File: config.mk
export PLATFORM = sky130hd
export DESIGN_NAME = prefetch_queue
export DESIGN_NICKNAME = d
export VERILOG_FILES = /design/src/rtl/prefetch_queue.sv
export SDC_FILE = /design/constraint.sdc
export NUM_CORES = 1
export LEC_CHECK = 0
export ABC_AREA = 1
export CAP_MARGIN = 10
export CORE_MARGIN = 8
export CORE_UTILIZATION = 50
export CTS_BUF_LIST = sky130_fd_sc_hd__clkbuf_2
export DETAILED_ROUTE_END_ITERATION = 7
export PLACE_DENSITY = 0.74
export SLEW_MARGIN = 20
export SYNTH_ARGS = -nofsm -noshare
export SYNTH_HDL_FRONTEND = slang
export SYNTH_SLANG_ARGS = --single-unit
File: constraint.sdc
create_clock -name clk -period 3.5 [get_ports clk]
set_clock_uncertainty 0.1 [all_clocks]
set_input_delay 1.05 -clock clk [delete_from_list [all_inputs] [get_ports clk]]
set_output_delay 1.05 -clock clk [all_outputs]
set_load 0.05 [all_outputs]
File: src/rtl/prefetch_queue.sv
// -----------------------------------------------------------------------------
// prefetch_queue
//
// Instruction prefetch stage. It keeps a 16-bit fetch IP and issues one byte
// read at a time to memory at the physical address (CS << 4) + IP. Fetched
// bytes are buffered in a small FIFO that the decoder drains.
//
// A flush throws away the queue and any request in flight. Fetching then
// restarts at flush_ip, for example after a jump or a CS write.
//
// Parameters:
//   DEPTH     queue capacity in bytes (2..15)
//   CNT_W     width of q_count; must be able to hold the value DEPTH
//
// Ports:
//   clk       system clock
//   rst       synchronous, active-high reset (highest priority)
//   cs_in     code segment from the segment register file
//   flush     discard the queue and restart fetching at flush_ip
//   flush_ip  new fetch IP, sampled while flush=1
//   mem_req   read request, held until mem_ack
//   mem_addr  20-bit physical byte address, stable while mem_req=1
//   mem_ack   memory accepts the request; mem_rdata is valid in this cycle
//   mem_rdata read byte
//   q_valid   queue is not empty
//   q_byte    byte at the queue head
//   q_pop     decoder consumes the head byte
//   q_count   number of bytes held
//   fetch_ip  IP of the next byte to be requested
//
// Optional feature (macro PREFETCH_STATS_EN):
//   stat_fetches  saturating count of accepted fetch pushes
//   stat_flushes  saturating count of flush cycles
// -----------------------------------------------------------------------------
module prefetch_queue #(
  parameter int DEPTH = 6,
  parameter int CNT_W = 4
) (
  input  logic             clk,
  input  logic             rst,
  input  logic [15:0]      cs_in,
  input  logic             flush,
  input  logic [15:0]      flush_ip,
  output logic             mem_req,
  output logic [19:0]      mem_addr,
  input  logic             mem_ack,
  input  logic [7:0]       mem_rdata,
  output logic             q_valid,
  output logic [7:0]       q_byte,
  input  logic             q_pop,
  output logic [CNT_W-1:0] q_count,
  output logic [15:0]      fetch_ip
`ifdef PREFETCH_STATS_EN
  ,
  output logic [15:0]      stat_fetches,
  output logic [15:0]      stat_flushes
`endif
);

  localparam int PTR_W = (DEPTH > 1) ? $clog2(DEPTH) : 1;
  localparam logic [CNT_W-1:0] DEPTH_C  = CNT_W'(DEPTH);
  localparam logic [CNT_W-1:0] CNT_ONE  = CNT_W'(1);
  localparam logic [CNT_W-1:0] CNT_ZERO = CNT_W'(0);
  localparam logic [PTR_W-1:0] PTR_LAST = PTR_W'(DEPTH - 1);
  localparam logic [PTR_W-1:0] PTR_ZERO = PTR_W'(0);

  typedef enum logic [0:0] {
    ST_IDLE = 1'b0,
    ST_REQ  = 1'b1
  } state_t;

  // Physical address. The carry out of bit 19 is dropped because the sum is
  // truncated to 20 bits.
  function automatic logic [19:0] phys_addr(input logic [15:0] seg,
                                            input logic [15:0] ip);
    return {seg, 4'h0} + {4'h0, ip};
  endfunction

  // Advance a queue pointer and wrap it at DEPTH.
  function automatic logic [PTR_W-1:0] ptr_inc(input logic [PTR_W-1:0] p);
    if (p == PTR_LAST) begin
      return PTR_ZERO;
    end else begin
      return p + PTR_W'(1);
    end
  endfunction

  state_t           state_q,    state_d;
  logic             mem_req_q,  mem_req_d;
  logic [19:0]      mem_addr_q, mem_addr_d;
  logic [15:0]      fetch_ip_q, fetch_ip_d;
  logic [CNT_W-1:0] count_q,    count_d;
  logic [PTR_W-1:0] rd_ptr_q,   rd_ptr_d;
  logic [PTR_W-1:0] wr_ptr_q,   wr_ptr_d;
  logic [7:0]       buf_q [DEPTH];
  logic [7:0]       buf_d [DEPTH];

  logic push_s;
  logic pop_s;

  // An ack only counts while a request is outstanding. A flush cancels both
  // the push and the pop in the same cycle.
  assign push_s = (state_q == ST_REQ) && mem_ack && !flush;
  assign pop_s  = q_pop && (count_q != CNT_ZERO) && !flush;

  // Next-state logic for the FSM, the queue pointers, storage and fetch IP.
  always_comb begin
    state_d    = state_q;
    mem_req_d  = mem_req_q;
    mem_addr_d = mem_addr_q;
    fetch_ip_d = fetch_ip_q;
    count_d    = count_q;
    rd_ptr_d   = rd_ptr_q;
    wr_ptr_d   = wr_ptr_q;
    buf_d      = buf_q;

    if (flush) begin
      state_d    = ST_IDLE;
      mem_req_d  = 1'b0;
      fetch_ip_d = flush_ip;
      count_d    = CNT_ZERO;
      rd_ptr_d   = PTR_ZERO;
      wr_ptr_d   = PTR_ZERO;
    end else begin
      if (push_s) begin
        buf_d[wr_ptr_q] = mem_rdata;
        wr_ptr_d        = ptr_inc(wr_ptr_q);
        fetch_ip_d      = fetch_ip_q + 16'd1;
      end else begin
        wr_ptr_d = wr_ptr_q;
      end

      if (pop_s) begin
        rd_ptr_d = ptr_inc(rd_ptr_q);
      end else begin
        rd_ptr_d = rd_ptr_q;
      end

      case ({push_s, pop_s})
        2'b10:   count_d = count_q + CNT_ONE;
        2'b01:   count_d = count_q - CNT_ONE;
        default: count_d = count_q;
      endcase

      case (state_q)
        ST_IDLE: begin
          if (count_q < DEPTH_C) begin
            state_d    = ST_REQ;
            mem_req_d  = 1'b1;
            mem_addr_d = phys_addr(cs_in, fetch_ip_q);
          end else begin
            state_d   = ST_IDLE;
            mem_req_d = 1'b0;
          end
        end
        ST_REQ: begin
          if (mem_ack) begin
            // Issue the next request back-to-back while the queue still has
            // space after this push.
            if (count_d < DEPTH_C) begin
              state_d    = ST_REQ;
              mem_req_d  = 1'b1;
              mem_addr_d = phys_addr(cs_in, fetch_ip_q + 16'd1);
            end else begin
              state_d   = ST_IDLE;
              mem_req_d = 1'b0;
            end
          end else begin
            state_d   = ST_REQ;
            mem_req_d = 1'b1;
          end
        end
        default: begin
          state_d   = ST_IDLE;
          mem_req_d = 1'b0;
        end
      endcase
    end
  end

  // State, queue and address registers with synchronous reset.
  always_ff @(posedge clk) begin
    if (rst) begin
      state_q    <= ST_IDLE;
      mem_req_q  <= 1'b0;
      mem_addr_q <= 20'h00000;
      fetch_ip_q <= 16'h0000;
      count_q    <= CNT_ZERO;
      rd_ptr_q   <= PTR_ZERO;
      wr_ptr_q   <= PTR_ZERO;
      for (int i = 0; i < DEPTH; i++) begin
        buf_q[i] <= 8'h00;
      end
    end else begin
      state_q    <= state_d;
      mem_req_q  <= mem_req_d;
      mem_addr_q <= mem_addr_d;
      fetch_ip_q <= fetch_ip_d;
      count_q    <= count_d;
      rd_ptr_q   <= rd_ptr_d;
      wr_ptr_q   <= wr_ptr_d;
      buf_q      <= buf_d;
    end
  end

  assign mem_req  = mem_req_q;
  assign mem_addr = mem_addr_q;
  assign fetch_ip = fetch_ip_q;
  assign q_count  = count_q;
  assign q_valid  = (count_q != CNT_ZERO);
  assign q_byte   = buf_q[rd_ptr_q];

`ifdef PREFETCH_STATS_EN
  logic [15:0] stat_fetches_q, stat_fetches_d;
  logic [15:0] stat_flushes_q, stat_flushes_d;

  // Saturating statistics counters. A flush does not clear them.
  always_comb begin
    stat_fetches_d = stat_fetches_q;
    stat_flushes_d = stat_flushes_q;
    if (push_s && (stat_fetches_q != 16'hFFFF)) begin
      stat_fetches_d = stat_fetches_q + 16'd1;
    end else begin
      stat_fetches_d = stat_fetches_q;
    end
    if (flush && (stat_flushes_q != 16'hFFFF)) begin
      stat_flushes_d = stat_flushes_q + 16'd1;
    end else begin
      stat_flushes_d = stat_flushes_q;
    end
  end

  // Statistics registers.
  always_ff @(posedge clk) begin
    if (rst) begin
      stat_fetches_q <= 16'h0000;
      stat_flushes_q <= 16'h0000;
    end else begin
      stat_fetches_q <= stat_fetches_d;
      stat_flushes_q <= stat_flushes_d;
    end
  end

  assign stat_fetches = stat_fetches_q;
  assign stat_flushes = stat_flushes_q;
`endif

endmodule

# After elaboration in Yosys (flattened, before gate mapping)
# Index checks and enable logic that the tools add are counted.
totals:
  ff_bits: 95
  latch_bits: 0
  mem_bits_rw: 0
  romBits: 0
  inputBits: 45
  output_inout_bits: 50
  word_cells: 66
  n_memories: 0
op_classes:
  addsub: 7
  n_mul: 0
  div: 0
  magnitude_cmp: 5
  n_eq_ne: 7
  shifts: 0
  n_mux: 20
  n_bitwise: 4
  reduce_logical: 11
ops:
  columns: ["op", "n"]
  rows:
  - ["two-way mux 20 bit", 3]
  - ["bitwise mux 48 bit", 1]
  - ["adder 20 x 16 -> 20 bit", 2]
  - ["case mux 20 bit (2 select lines)", 1]
  - ["two-way mux 16 bit", 2]
  - ["binary-select mux 8 bit (select 3 bit)", 1]
  - ["demux 8 bit (select 3 bit)", 1]
  - ["two-way mux 8 bit", 3]
  - ["adder 16 x 1 -> 16 bit (second input constant)", 1]
  - [">= comparator 4 bit (second input constant)", 2]
  - ["< comparator 4 x 3 -> 1 bit (second input constant)", 2]
  - ["NOT 3 -> 4 bit", 2]
  - ["case mux 4 bit (2 select lines)", 1]
  - ["adder 3 x 1 -> 3 bit (second input constant)", 2]
  - ["== test 3 bit (second input constant)", 2]
  - ["two-way mux 3 bit", 2]
  - ["logical AND 1 bit", 5]
  - ["adder 4 x 1 -> 4 bit (second input constant)", 1]
  - ["< comparator 4 x 1 -> 1 bit (second input constant)", 1]
  - ["two-way mux 4 bit", 1]
  - ["!= test 2 bit (second input constant)", 2]
  - ["AND reduction 4 bit", 1]
  - ["nonzero test 4 bit", 1]
  - ["subtractor 4 x 1 -> 4 bit (second input constant)", 1]
  - ["10 further kinds", 13]

# Longest topological paths before layout
# Gate-level depths: netlist (run 1).
depth:
  word_depth: 10
  depth_mapped: 22

# Worst setup path before layout (run 1)
# No wires, ideal clock.
synth_path:
  path_kind: "reg-to-reg"
  start: "reg count_q[1], in the netlist q_count[1]"
  end: "reg mem_addr_q[0], in the netlist mem_addr[0]"
  arrival_ns: 3.194
  path_slack_ns: 0.090
  stages_incl_launch_ff: 15
  n_path_buf: 1
  period_less_slack_ns: 3.410
  cell_sequence: "dfxtp_1 -> inv_1 -> nand4_1 -> nand2_1 -> nor2_1 -> ha_1 -> inv_1 -> fa_1 -> o21ai_0 -> nand3_1 -> nand4_2 -> nand2_4 -> buf_4 -> a21oi_1 -> nor2_1"
synth_via:
  elab_chain_len: 9
synth_rtl:
  columns: ["item", "line", "source"]
  rows:
  - ["start: declaration", "92", "logic [CNT_W-1:0] count_q, count_d;"]
  - ["start signal: assignment", "199", "count_q <= count_d;"]
  - ["nonzero test 4 bit (*)", null, null]
  - ["via q_valid", "48", "output logic q_valid,"]
  - ["logical AND 1 bit (*) (2 in a row)", "104", "assign pop_s = q_pop && (count_q != CNT_ZERO) && !flush;"]
  - ["via pop_s", "99", "logic pop_s;"]
  - ["== test 2 x 1 -> 1 bit / == test 2 bit (equally long branches)", "139", "case ({push_s, pop_s})"]
  - ["case mux 4 bit (2 select lines) (*)", "139", null]
  - ["two-way mux 4 bit (*)", "117", "if (flush) begin"]
  - ["< comparator 4 x 3 -> 1 bit (*)", "160", "if (count_d < DEPTH_C) begin"]
  - ["!= test 2 x 1 -> 1 bit (no line) (*)", null, null]
  - ["AND reduction 4 bit (no line) (*)", null, null]
  - ["end signal: assignment", "197", "mem_addr_q <= mem_addr_d;"]
  - ["end: declaration", "90", "logic [19:0] mem_addr_q, mem_addr_d;"]
# The timed path passes the listed nets; every way through them passes the cells marked *. The select of a mux whose other input is x is not followed.
# A chain may end at the register's enable or synchronous reset.

# Worst setup path in the final report (run 1)
layout_path:
  start: "reg rd_ptr_q[0]"
  end: "out q_byte[0]"
layout_via:
  elab_chain_len: 4
layout_rtl:
  columns: ["item", "line", "source"]
  rows:
  - ["start: declaration", "93", "logic [PTR_W-1:0] rd_ptr_q, rd_ptr_d;"]
  - ["start signal: assignment", "200", "rd_ptr_q <= rd_ptr_d;"]
  - ["NOT 3 -> 4 bit (implied by the code)", "211", "assign q_byte = buf_q[rd_ptr_q];"]
  - ["binary-select mux 8 bit (select 3 bit)", "211", null]
  - ["two-way mux 8 bit (implied by the code) (2 in a row)", "211", null]
  - ["end: declaration", "49", "output logic [7:0] q_byte,"]
# No other way between the ends. The select of a mux whose other input is x is not followed.

==> key figures, run 1 <==
Routing
  • Routed WL: 16400 µm
  • DRC Markers: 0
  • Antenna-violating nets left: 0
  • Wire per inst: 15.2 µm
  • 1st-iter DRT viols: 367
  • First drt pass iteration count: 5
  • Avg Vias per Cell: 5.47
  • Vias: 5904

Critical path
  • Worst reg-to-reg path cell count: 15
  • Setup crit start kind: register
  • Worst Path Required: 2.35 ns
  • Reg2Reg Launch Point: fetch_ip[1]
  • Crit-path max FO: 25
  • Setup CP Type: register to primary output
  • Critical Path End Type: primary output
  • Crit path DAT: 2.24 ns
  • Reg2reg end: mem_addr[12]
  • R2R setup slack: 0.42 ns

Place
  • Final HPWL DP: 12200 µm
  • Port bufs: 94
  • Place WS: -0.312 ns
  • Routability cong.: 0.870

Cells and area
  • Fillers: 1049
  • Sequential Area: 1900 µm²
  • Multi-input combinational cell area: 3140 µm²
  • P&R area growth vs syn: 23.5%
  • Fin nets: 997
  • Share of layout cells above drive strength 1: 9.05%
  • Antenna cell count: 0

Timing
  • Hold Vio Cnt, Final: 0
  • Fin worst setup slack: 0.111 ns
  • Hold_ws: 0.415 ns
  • Worst slew margin: 64.7%
  • Slew @ Worst Pin: 0.527 ns
  • Crit path time final: 3.39 ns
  • RSZ-0062 raised after global routing: no
  • # setup viols final: 0
  • Fmax: 295 MHz
  • Max-slew violations: 0
  • Period Utilization, post-route: 96.8%

Synthesis
  • Synth unique cells: 39
  • Yosys top cell area share: 34.8%
  • Syn_area_per_cell: 6.53 µm²
  • Fraction of synthesis flops using an asynchronous set or reset pin: 0%
  • Post-Syn Area: 5460 µm²
  • Post-synth EDFFs: 0
  • Top cells by area, synth: dfxtp_1 (35%), nand2_1 (13%), nor2_1 (11%), o21ai_0 (7.1%), nand3_1 (4.8%)
  • Synth Warn #: 0
  • Post-synth top flop: dfxtp_1
  • Post-synth top area cell: dfxtp_1
  • Net Count, Synth: 899
  • Yosys reg bits: 95
  • Mapped Cells: 836
  • Seq/Total Area, Yosys: 34.8%

Pwr
  • VDD IR-drop max: 365 µV
  • Pleak: 3.02 nW
  • Power Dens Cells: 345 nW/µm²

Hold path
  • Min-Delay Endpoint: mem_addr[15]
  • Min-delay src: mem_addr[15]
  • Worst Hold Class: register to register
  • Worst hold stages: 2

GRT
  • First-pass GRT wire length: 27200 µm
  • GRT overflow: 0
  • Total GRT Usage: 22.7%
  • Largest net degree at the start of global routing: 42
  • Number of global-route vias before repair: 5813
  • Initial antenna violation count: 0

Clock network
  • Worst skew pair latency: 0.66 ns
  • CTS Sinks: 95
  • CTS Buf Count: 9
  • CTS H-tree depth: 3
  • Worst-path clk slew: 0.26 ns
  • Clk buf depth: 2
  • Clock tree root buffer cell: clkbuf_2
  • Hold Buf Count CTS: 0
  • CTS tree: built

Floorplanning
  • Core ar.: 10700 µm²
  • IO Pins: 95
  • FP Rows: 38
  • Die W: 120 µm
  • Starting Density: 50.8%
  • Full die area: 14500 µm²
  • Die Y: 120 µm

Outcome
  • Status: completed

Flow run
  • Max_cap viols: 0
placed cells by master (no fill, tap or decap), drive strengths merged, types with 5 or more instances in the layout:
master,count
a21oi,34
a31oi,15
buf,30
clkbuf,10
clkdlybuf4s50,85
dfxtp,95
ha,16
inv,76
mux2i,8
nand2,194
nand3,55
nand3b,7
nand4,10
nor2,162
nor3,8
o21ai,93
o22ai,10
or2,5
xnor2,7
xor2,6
area by class of cell:
class                   instances  share of cell area [%]
multi-input cells             635                    46.5
clock buffers                  10                   0.742
flip-flops and latches         95                    28.2
well taps                     140                    2.60
repair buffers                116                    16.4
inverters                      77                    4.38
clock inverters                 6                    1.15
critical path, stage by stage, from the launching register on:
cell and delay [ns]:
dfxtp_1 0.47, buf_6 0.27, o21ai_0 0.13, o22ai_1 0.19, nand2_1 0.10, o21ai_0 0.16, buf_4 0.27
state kept, by name (all words and copies together), names as in the netlist:
name	flops
buf_q	48
wr_ptr_q	3
mem_addr	20
rd_ptr_q	3
q_count	4
mem_req	1
fetch_ip	16
cells in the mapped netlist, types with 2 or more instances:
cell      instances
clkinv_1          2
o21ai_0          77
inv_2            15
o21ai_1          15
nor2_4            2
nor2_2            6
or2_2             2
nor3_1            7
xnor2_1           7
nand2_1         191
fa_1              2
nand3_2           3
ha_1             16
nor2_1          154
a31oi_1          15
inv_1            59
o21a_1            2
o22ai_1          10
a21oi_1          33
buf_4             4
nand2_2           2
dfxtp_1          95
nand3b_1          7
nand3_1          52
xor2_1            6
mux2i_1           8
clkbuf_1         13
buf_2            10
nand4_1           9
or2_1             2
buf_1             2
where the power goes:
group	internal [mW]	switching, mW	total (mW)	leakage (nW)
sequential	1.12	0.0332	1.16	0.774
clock	0.182	0.418	0.600	0.0766
combinational	0.212	0.357	0.569	2.17
cell families after synthesis:
| kind of cell | synth area share (%) |
|---|---|
| AND/OR/NAND/NOR | 34.3 |
| AO/OA/AOI/OAI | 15.1 |
| buffers and inverters | 7.82 |
| flip-flops | 34.8 |
| adder cells (fa/ha/maj) | 4.40 |
| XOR/XNOR | 2.09 |
| multiplexers | 1.47 |
metrics by stage:
step | total power [mW] | instances | TNS (ns) | utilization, % | instance area [µm²]
4_1_cts | 2.34 | 1075 | 0 | 62.4 | 6700
2_1_floorplan | 1.54 | 836 | 0 | - | 5460
3_3_place_gp | 1.74 | 1059 | -3.97 | 61.1 | 6570
6_report | 2.33 | 1079 | 0 | 62.7 | 6740
5_1_grt | 2.43 | 1079 | 0 | 62.7 | 6740
3_5_place_dp | 1.74 | 1059 | -5.29 | 61.1 | 6570
layer usage:
metal | vias to the layer above | track usage (%) | routed length, µm
met3 | 42 | 5.17 | 803
met5 | - | 0 | 0
li1 | 2925 | - | -
met1 | 2757 | 26.3 | 7110
met4 | 0 | 8.98 | 357
met2 | 180 | 39.7 | 8080
worst max-delay path by stage:
stage,startpoint,to,slack (ns)
floorplan,q_count[1],mem_addr[0],0.09
global placement,mem_ack,mem_addr[3],-0.22
detailed placement,mem_ack,mem_addr[5],-0.31
CTS,rd_ptr_q[0],q_byte[0],0.03
global route,rd_ptr_q[0],q_byte[0],0.002
finish,rd_ptr_q[0],q_byte[0],0.11
repair_timing:
item / CTS / global route
pin swaps: 0 / 0
buffers inserted: 0 / 4
resized for setup: 3 / 3
endpoints found under the setup margin: 2 / 2
Power figures use the tool's default switching activity.
==> inputs of run 2 (changes only) <==
--- a/config.mk
+++ b/config.mk
@@ -11,6 +11,7 @@
 export CORE_UTILIZATION = 50
 export CTS_BUF_LIST = sky130_fd_sc_hd__clkbuf_2
 export DETAILED_ROUTE_END_ITERATION = 7
+export GPL_ROUTABILITY_DRIVEN = 0
 export PLACE_DENSITY = 0.74
 export SLEW_MARGIN = 20
 export SYNTH_ARGS = -nofsm -noshare
==> constraint.sdc (replaced) <==
create_clock -name clk -period 3.7 [get_ports clk]
set_clock_uncertainty 0.1 [all_clocks]
set_input_delay 1.11 -clock clk [delete_from_list [all_inputs] [get_ports clk]]
set_output_delay 1.11 -clock clk [all_outputs]
set_load 0.05 [all_outputs]
==> run 2 against run 1 <==
- die area unchanged
- first-iteration DRC count up 9.5%
- combinational power down 6.9%
- sequential share of layout area up 0.11 points
- global-route usage down 0.97 points
- clock power up 12%
- via count down 2.2%
- cell count down 0.56%
- largest cell class unchanged
- worst setup slack better by 0.096 ns
- sequential power down 5%
- non-clock buffer count down 6
==> key figures, run 2 (same netlist as run 1, synthesis figures left out) <==
Cells and area
  • P&R area growth vs syn: 23.0%
  • Share of layout cells above drive strength 1: 8.15% (-0.91 points)
  • Most frequent cells in the layout: nand2_1 (191), nor2_1 (154), dfxtp_1 (95)
  • Most flop-heavy register: buf_q
  • Fillers: 1075 (+2.5%)
  • Max reg flops: 48 (unchanged)
  • Sequential Area: 1900 µm² (unchanged)
  • Final non-filler cell area: 6720 µm² (-0.39%)
  • Most common cell after layout, fill and taps aside: nand2_1
  • Multi-input combinational cell area: 3130 µm² (-0.24%)
  • Antenna cell count: 0 (unchanged)
  • Fin nets: 991 (-0.60%)

Critical path
  • Worst reg-to-reg path cell count: 15 (unchanged)
  • Reg2reg end: mem_addr[12]
  • R2R setup slack: 0.66 ns (+0.24 ns)
  • Crit-path max FO: 18 (-28%)
  • Crit path DAT: 2.28 ns (+0.04 ns)
  • Reg2Reg Launch Point: fetch_ip[0]
  • Setup CP Type: register to primary output
  • Worst Path Required: 2.49 ns (+0.14 ns)
  • Critical Path End Type: primary output
  • Setup crit start kind: register

Routing
  • DRC Markers: 0 (unchanged)
  • 1st-iter DRT viols: 402 (+9.5%)
  • Wire per inst: 14.6 µm (-3.8%)
  • Antenna-violating nets left: 0 (unchanged)
  • Vias: 5773 (-2.2%)
  • First drt pass iteration count: 5 (unchanged)
  • Routed WL: 15600 µm (-4.3%)
  • Avg Vias per Cell: 5.38 (-1.7%)

Hold path
  • Min-delay src: wr_ptr_q[0]
  • Worst Hold Class: register to register
  • Worst hold stages: 2 (unchanged)
  • Min-Delay Endpoint: wr_ptr_q[0]

Clock network
  • CTS H-tree depth: 3 (unchanged)
  • CTS tree: built
  • Clk buf depth: 2 (unchanged)
  • Post-CTS Resized: 0 (-3)
  • Clock tree root buffer cell: clkbuf_2
  • Worst skew pair latency: 0.58 ns (-0.08 ns)
  • CTS Sinks: 95 (unchanged)
  • Setup bufs post-CTS: 0 (unchanged)
  • Hold Buf Count CTS: 0 (unchanged)
  • CTS Buf Count: 9 (unchanged)
  • Worst-path clk slew: 0.28 ns (+0.02 ns)

Pwr
  • Pleak: 3.00 nW (-0.96%)
  • VDD IR-drop max: 279 µV (-24%)
  • Power Dens Cells: 342 nW/µm² (-0.81%)
  • Pwr Total: 2.30 mW (-1.2%)

GRT
  • First-pass GRT wire length: 26200 µm (-3.7%)
  • Number of global-route vias before repair: 5688 (-2.2%)
  • GRT overflow: 0 (unchanged)
  • Largest net degree at the start of global routing: 70 (+67%)
  • Total GRT Usage: 21.7% (-0.97 points)
  • Initial antenna violation count: 0 (unchanged)

Timing
  • RSZ-0062 raised after global routing: no
  • Fmax: 286 MHz
  • Hold Vio Cnt, Final: 0 (unchanged)
  • Worst slew margin: 55.4% (-9.3 points)
  • Crit path time final: 3.49 ns
  • # setup viols final: 0 (unchanged)
  • Slew @ Worst Pin: 0.666 ns (+0.139 ns)
  • Period Utilization, post-route: 94.4%
  • Fin worst setup slack: 0.207 ns (+0.0956 ns)
  • Max-slew violations: 0 (unchanged)

Place
  • Place WS: -0.161 ns (+0.151 ns)
  • Placed Area: 6550 µm² (-0.23%)
  • Port bufs: 94 (unchanged)
  • Final HPWL DP: 11700 µm (-3.8%)

Outcome
  • Status: completed

Floorplanning
  • Full die area: 14500 µm² (unchanged)
  • IO Pins: 95 (unchanged)
  • Starting Density: 50.8% (unchanged)
  • Die W: 120 µm (unchanged)
  • Core ar.: 10700 µm² (unchanged)
  • FP Rows: 38 (unchanged)
  • Die Y: 120 µm (unchanged)

Flow run
  • Max_cap viols: 0 (unchanged)
-- run 2: metrics by stage --
step,hold slack [ns],setup TNS [ns],utilization (%),std cells
2_1_floorplan,0.357,0,-,836
3_3_place_gp,0.362,-0.914,61.0,1057
3_5_place_dp,0.369,-2.57,61.0,1057
4_1_cts,0.405,0,62.5,1073
5_1_grt,0.440,0,62.5,1073
6_report,0.400,0,62.5,1073
-- run 2: cell type report --
type,count,area share [%]
clock buffers,10,0.745
clock inverters,6,1.71
inverters,77,4.32
multi-input cells,635,46.6
flip-flops and latches,95,28.3
well taps,140,2.61
repair buffers,110,15.7
-- run 2: routing by layer --
metal | routed length (µm) | share of wire (%) | global-route usage [%]
met1 | 6740 | 43 | 25.2
met2 | 7810 | 50 | 38.1
met3 | 739 | 4.7 | 4.71
met4 | 348 | 2.2 | 8.82
met5 | 0 | 0 | 0
-- run 2: where the power goes --
part / switching (mW) / total, mW / internal (mW)
clock network: 0.374 / 0.673 / 0.298
logic: 0.331 / 0.530 / 0.198
registers: 0.0331 / 1.10 / 1.06
total: 0.739 / 2.30 / 1.56
-- run 2: worst max path at each step --
| stage | from | slack (ns) | endpoint | cells after the start |
|---|---|---|---|---|
| 5_1_grt | rd_ptr_q[0] | 0.04 | q_byte[2] | 6 |
| 4_1_cts | rd_ptr_q[0] | 0.20 | q_byte[4] | 6 |
| 3_3_place_gp | mem_ack | -0.06 | mem_addr[0] | 13 |
| 2_1_floorplan | q_count[1] | 0.29 | mem_addr[0] | 14 |
| 6_report | rd_ptr_q[0] | 0.21 | q_byte[4] | 6 |
| 3_5_place_dp | mem_ack | -0.16 | mem_addr[12] | 13 |
-- run 2: critical path, cell delays in order (launching register included) --
cell and delay [ns]:
dfxtp_1 0.39, clkinv_1 0.51, nor2_1 0.29, o22ai_1 0.14, nand2_1 0.10, o21ai_0 0.09, buf_4 0.20
